==> src/rtl/ks_adder_pipe.sv <==
// Pipelined Kogge-Stone adder/subtractor with valid/ready handshakes.
// Whole-pipeline stall on output backpressure; bubbles are carried, not collapsed.
module ks_adder_pipe #(
  parameter int WIDTH     = 16,
  parameter int REG_EVERY = 2
) (
  input  logic             clk,
  input  logic             rst_n,
  input  logic             in_valid,
  output logic             in_ready,
  input  logic [WIDTH-1:0] A,
  input  logic [WIDTH-1:0] B,
  input  logic             CIN,
  input  logic             SUB,
  output logic             out_valid,
  input  logic             out_ready,
  output logic [WIDTH-1:0] S,
  output logic             COUT,
  output logic             OVF
);
  localparam int L   = $clog2(WIDTH);
  localparam int LAT = 2 + (L - 1) / REG_EVERY;

  logic w_stall, w_en;
  assign w_stall  = out_valid & ~out_ready;
  assign w_en     = ~w_stall;
  assign in_ready = w_en;

  logic [LAT-1:0] r_vld_pipe;
  always_ff @(posedge clk or negedge rst_n) begin
    if (!rst_n)    r_vld_pipe <= '0;
    else if (w_en) r_vld_pipe <= {r_vld_pipe[LAT-2:0], in_valid};
  end
  assign out_valid = r_vld_pipe[LAT-1];

  logic [WIDTH-1:0] r_a, r_b;
  logic             r_c0;
  always_ff @(posedge clk or negedge rst_n) begin
    if (!rst_n) begin
      r_a  <= '0;
      r_b  <= '0;
      r_c0 <= 1'b0;
    end else if (w_en) begin
      r_a  <= A;
      r_b  <= SUB ? ~B : B;
      r_c0 <= SUB | CIN;
    end
  end

  // After level k only bits >= 2^k still need P, so each level's P vector
  // is trimmed to [WIDTH-1:2^k]; the last level produces G only.
  for (genvar k = 0; k <= L; k++) begin : g_lvl
    logic [WIDTH-1:0] w_g, w_po;
    logic             w_c0;

    if (k == 0) begin : g_base
      assign w_po = r_a ^ r_b;
      assign w_c0 = r_c0;
      assign w_g  = {r_a[WIDTH-1:1] & r_b[WIDTH-1:1],
                     (r_a[0] & r_b[0]) | (w_po[0] & r_c0)};
    end else begin : g_pre
      localparam int D = 1 << (k - 1);
      logic [WIDTH-1:0] w_gn;
      for (genvar i = 0; i < WIDTH; i++) begin : g_bit
        if (i < D) begin : g_pass
          assign w_gn[i] = g_lvl[k-1].w_g[i];
        end else begin : g_cell
          assign w_gn[i] = g_lvl[k-1].w_g[i] |
                           (g_lvl[k-1].g_hasp.w_p[i] & g_lvl[k-1].w_g[i-D]);
        end
      end
      if ((k % REG_EVERY == 0) && (k < L)) begin : g_reg
        logic [WIDTH-1:0] r_g, r_po;
        logic             r_gc0;
        always_ff @(posedge clk or negedge rst_n) begin
          if (!rst_n) begin
            r_g   <= '0;
            r_po  <= '0;
            r_gc0 <= 1'b0;
          end else if (w_en) begin
            r_g   <= w_gn;
            r_po  <= g_lvl[k-1].w_po;
            r_gc0 <= g_lvl[k-1].w_c0;
          end
        end
        assign w_g  = r_g;
        assign w_po = r_po;
        assign w_c0 = r_gc0;
      end else begin : g_thru
        assign w_g  = w_gn;
        assign w_po = g_lvl[k-1].w_po;
        assign w_c0 = g_lvl[k-1].w_c0;
      end
    end

    if (k < L) begin : g_hasp
      localparam int PLO = 1 << k;
      logic [WIDTH-1:PLO] w_p;
      if (k == 0) begin : g_src
        assign w_p = w_po[WIDTH-1:1];
      end else begin : g_blk
        localparam int D = 1 << (k - 1);
        logic [WIDTH-1:PLO] w_pn;
        for (genvar i = PLO; i < WIDTH; i++) begin : g_bit
          assign w_pn[i] = g_lvl[k-1].g_hasp.w_p[i] & g_lvl[k-1].g_hasp.w_p[i-D];
        end
        if (k % REG_EVERY == 0) begin : g_reg
          logic [WIDTH-1:PLO] r_p;
          always_ff @(posedge clk or negedge rst_n) begin
            if (!rst_n)    r_p <= '0;
            else if (w_en) r_p <= w_pn;
          end
          assign w_p = r_p;
        end else begin : g_thru
          assign w_p = w_pn;
        end
      end
    end
  end

  logic [WIDTH-1:0] w_gp, w_carry;
  assign w_gp    = g_lvl[L].w_g;
  assign w_carry = {w_gp[WIDTH-2:0], g_lvl[L].w_c0};

  logic [WIDTH-1:0] r_s;
  logic             r_cout, r_ovf;
  always_ff @(posedge clk or negedge rst_n) begin
    if (!rst_n) begin
      r_s    <= '0;
      r_cout <= 1'b0;
      r_ovf  <= 1'b0;
    end else if (w_en) begin
      r_s    <= g_lvl[L].w_po ^ w_carry;
      r_cout <= w_gp[WIDTH-1];
      r_ovf  <= w_gp[WIDTH-1] ^ w_gp[WIDTH-2];
    end
  end
  assign S    = r_s;
  assign COUT = r_cout;
  assign OVF  = r_ovf;
endmodule

==> config.mk <==
export PLATFORM = sky130hd
export DESIGN_NAME = ks_adder_pipe
export DESIGN_NICKNAME = d
export VERILOG_FILES = /design/src/rtl/ks_adder_pipe.sv
export SDC_FILE = /design/constraint.sdc
export NUM_CORES = 1
export LEC_CHECK = 0
export ABC_AREA = 1
export BUFFER_PORTS_ARGS = -buffer_cell sky130_fd_sc_hd__buf_2
export CORE_MARGIN = 2
export CORE_UTILIZATION = 45
export DETAILED_ROUTE_END_ITERATION = 7
export PLACE_DENSITY = 0.7
export SLEW_MARGIN = 30
export SYNTH_ARGS = -nofsm -noshare
export SYNTH_HDL_FRONTEND = slang
export SYNTH_SLANG_ARGS = --single-unit
==> constraint.sdc <==
create_clock -name clk -period 1.3 [get_ports clk]
set_input_delay 0.065 -clock clk [delete_from_list [all_inputs] [get_ports clk]]
set_output_delay 0.065 -clock clk [all_outputs]
set_load 0.005 [all_outputs]
==> flow_summary.json <==
{
  "status": "finished, violations left",
  "failed_checks": "negative setup slack",
  "post_drt_via_cell_ratio": 4.94,
  "syn_to_final_growth_pct": 31.4,
  "vias": 3870,
  "synth.cell_area_um2": 4630,
  "post_route_design_area_um2": 6080,
  "first_global_vias": 3666,
  "start_kind": "register",
  "worst-slew-pin-transition_ps": 447,
  "power_density_nw_per_um2": 2010,
  "detail_route.drc_violations": 0,
  "firstDrtPassIters": 5,
  "worst-endpoint-arrival_ps": 1560,
  "synth.yosys.warnings": 0,
  "core_region_area_um2": 10100,
  "synth.ff_latch_count": 99,
  "tritoncts": "built",
  "die_w_um": 105,
  "final-max-slew-violation-count": 0,
  "fin_hold_ws_ps": 4.76,
  "tightest_hold_check_type": "input port to register",
  "design.die.area_um2": 11100,
  "synth.net_count": 589,
  "setup_repair_after_global_routing_missed_its_margin": "yes",
  "timing.critical_path.required_ps": 1550,
  "wl_um": 11200,
  "finalCritPeriodShare_pct": 101,
  "antenna-diode-count": 0,
  "cts_max_level": 3,
  "nNetsFinal": 697,
  "placed_cells_incl_taps": 723,
  "worst_slack_ps": -8.93,
  "endpoint_kind": "register",
  "multi_input_area_um2": 2050,
  "cts_made_buffers": 9,
  "rows": 37,
  "finalWorstPathRequiredPeriod_ps": 1310,
  "number_of_setup_violations_in_the_final_report": 1,
  "drtAntennaViolNets": 0,
  "global_route.overflow_total": 0,
  "clk_pin_slew_worst_paths_ps": 80,
  "slew_headroom_pct": 70.2,
  "utilization_pct": 60.0,
  "drt-initial-drc-count": 304,
  "clock_tree.buffer_depth": 2,
  "power.ir.vdd_worst_uv": 1140,
  "finalWeightedCongestion": 0.836,
  "grtUsageTotal_pct": 19.7,
  "post_route_cells_drive_above_1_share_pct": 20.1,
  "grt_max_degree": 38,
  "postSynthAreaPerCell_um2": 8.65,
  "worst_skew_pair.late_latency_ps": 360,
  "regArea_um2": 2480,
  "total_leakage_power_nw": 2.98,
  "post-layout-total-power_mw": 12.2,
  "hold_viol": 0,
  "drv.max_cap_violation_count": 0,
  "numPortBuffers": 57,
  "layout.cells.non_filler": 783,
  "postPlaceCellArea_um2": 5170,
  "antenna_found_initial": 0,
  "start_util_pct": 45.7,
  "timing.critical_path.fanout_max": 3,
  "synth_cell_type_count": 27,
  "post_synth_inst_count": 535,
  "die_h_um": 105,
  "nFillCells": 836,
  "share_of_synthesized_area_occupied_by_flip_flops_and_latches_pct": 53.5,
  "max_freq_ghz": 0.764,
  "avgRoutedWirePerCell_um": 14.3,
  "clockRootBuffer": "clkbuf_8",
  "post-dp-hpwl_um": 7090,
  "fin_skew_ps": 8.14,
  "timing_worst_setup_path_type": "register to register",
  "first_pass_grt_wire_length_um": 17500,
  "cts.sinks": 99,
  "num_io_pins": 58
}
worst max-delay path, cell delays in order (launching register included):
cell and delay (ps):
dfrtp_1 420, ha_4 270, buf_4 140, nand2_1 100, nor2_1 70, o21ai_1 130
nand2_1 70
synth_stat cells (all sizes together):
cell,n,share of area [%]
nand2,204,17
dfrtp,99,54
o21ai,68,7.4
inv,42,3.4
xnor2,21,4.0
nand3,20,2.2
buf,17,2.4
ha,16,4.3
a21oi,12,1.3
nor2,6,0.65
clkbuf,5,0.41
o21a,4,0.65
o21bai,4,0.65
xor2,4,0.76
a31oi,2,0.27
nand3b,2,0.32
nand4,2,0.27
o211ai,2,0.32
a21o,1,0.16
a22oi,1,0.16
nor3,1,0.11
o31ai,1,0.16
or2,1,0.14
metal layers:
layer,wire length [um],vias up,GRT usage (%)
li1,-,1920,-
met1,5200,1794,28.2
met2,5150,127,29.4
met3,547,29,3.22
met4,297,0,8.95
met5,0,-,0
final timing paths:
check | start | to | slack, ps | cells after the start
min reg2reg | r_vld_pipe[1]$_DFFE_PN0N_ | r_vld_pipe[2]$_DFFE_PN0N_ | 480 | 1
max in group asynchronous | rst_n | r_a[4]$_DFFE_PN0N_ | 540 | 3
min | B[8] | r_b[8]$_DFFE_PN0N_ | 5 | 3
max reg2reg | r_b[12]$_DFFE_PN0N_ | g_lvl[2].g_pre.g_reg.r_g[12]$_DFFE_PN0N_ | -9 | 6
max | r_b[12]$_DFFE_PN0N_ | g_lvl[2].g_pre.g_reg.r_g[12]$_DFFE_PN0N_ | -9 | 6
min in group asynchronous | rst_n | S[12]$_DFFE_PN0N_ | 180 | 2
where the power goes:
| group | switching, mW | internal (mW) | total (mW) |
|---|---|---|---|
| Sequential | 0.795 | 4.26 | 5.05 |
| Clock | 0.987 | 0.877 | 1.86 |
| Combinational | 2.82 | 2.50 | 5.33 |
| Total | 4.60 | 7.64 | 12.2 |
final cells by class:
type                       count  area share [%]
sequential                    99            40.7
multi-input combinational    372            33.6
timing repair buffer         119            17.3
tap                          136            2.80
inverter                      42            2.63
clock buffer                  12            2.22
clock inverter                 3           0.658
cells by family after synthesis:
kind of cell               share of synthesized area (%)
and+or+nand+nor                                     20.2
adders and majority gates                           4.32
AOI/OAI and AO/OA                                   11.0
xor gates and xnor gates                            4.73
buffers and inverters                               6.22
DFF                                                 53.5
sequential cells by signal (all words and copies together) (netlist names), 3 cells and up:
name	cells
S	16
g_lvl.g_pre.g_reg.r_g	16
g_lvl.g_pre.g_reg.r_po	16
r_a	16
r_b	16
g_lvl.g_hasp.g_blk.g_reg.r_p	12
r_vld_pipe	3
layout by cell type (no fill, tap or decap), types with 2 or more instances in the layout:
cell | netlist | final
a31oi_1 | 2 | 2
inv_1 | 41 | 39
clkinv_2 | 0 | 2
xnor2_1 | 21 | 21
ha_1 | 16 | 5
buf_2 | 8 | 55
dfrtp_1 | 99 | 99
o21bai_1 | 4 | 3
buf_6 | 1 | 4
buf_12 | 0 | 7
nand3_1 | 20 | 20
buf_8 | 0 | 2
o21a_1 | 4 | 4
dlygate4sd3_1 | 0 | 29
clkbuf_8 | 0 | 9
o21ai_2 | 0 | 4
a21oi_1 | 12 | 7
clkbuf_1 | 5 | 3
ha_4 | 0 | 10
o21ai_0 | 68 | 60
buf_4 | 8 | 16
clkbuf_16 | 0 | 5
nor2_1 | 5 | 5
nand3b_1 | 2 | 2
nand4_1 | 2 | 2
inv_2 | 1 | 2
nand2_1 | 204 | 202
o211ai_1 | 2 | 2
o21ai_1 | 0 | 4
a21oi_2 | 0 | 4
xor2_1 | 4 | 4
metrics by stage:
stage | setup TNS (ps) | setup slack, ps
after detailed placement | -125 | -38.7
after global routing | -255 | -65.7
after CTS | -29.5 | -29.5
final | -8.93 | -8.93
after floorplan | 0 | 73.3
after global placement | -45.7 | -23.8
what timing repair did:
item | CTS | global route
hold endpoints to repair | 57 | 0
buffers inserted | 2 | 8
setup endpoints to repair | 11 | 57
cloned | 1 | 5
pin swaps | 2 | 8
hold buffers | 29 | 0
gates resized for setup | 14 | 35
(Power assumes the default switching activity.)
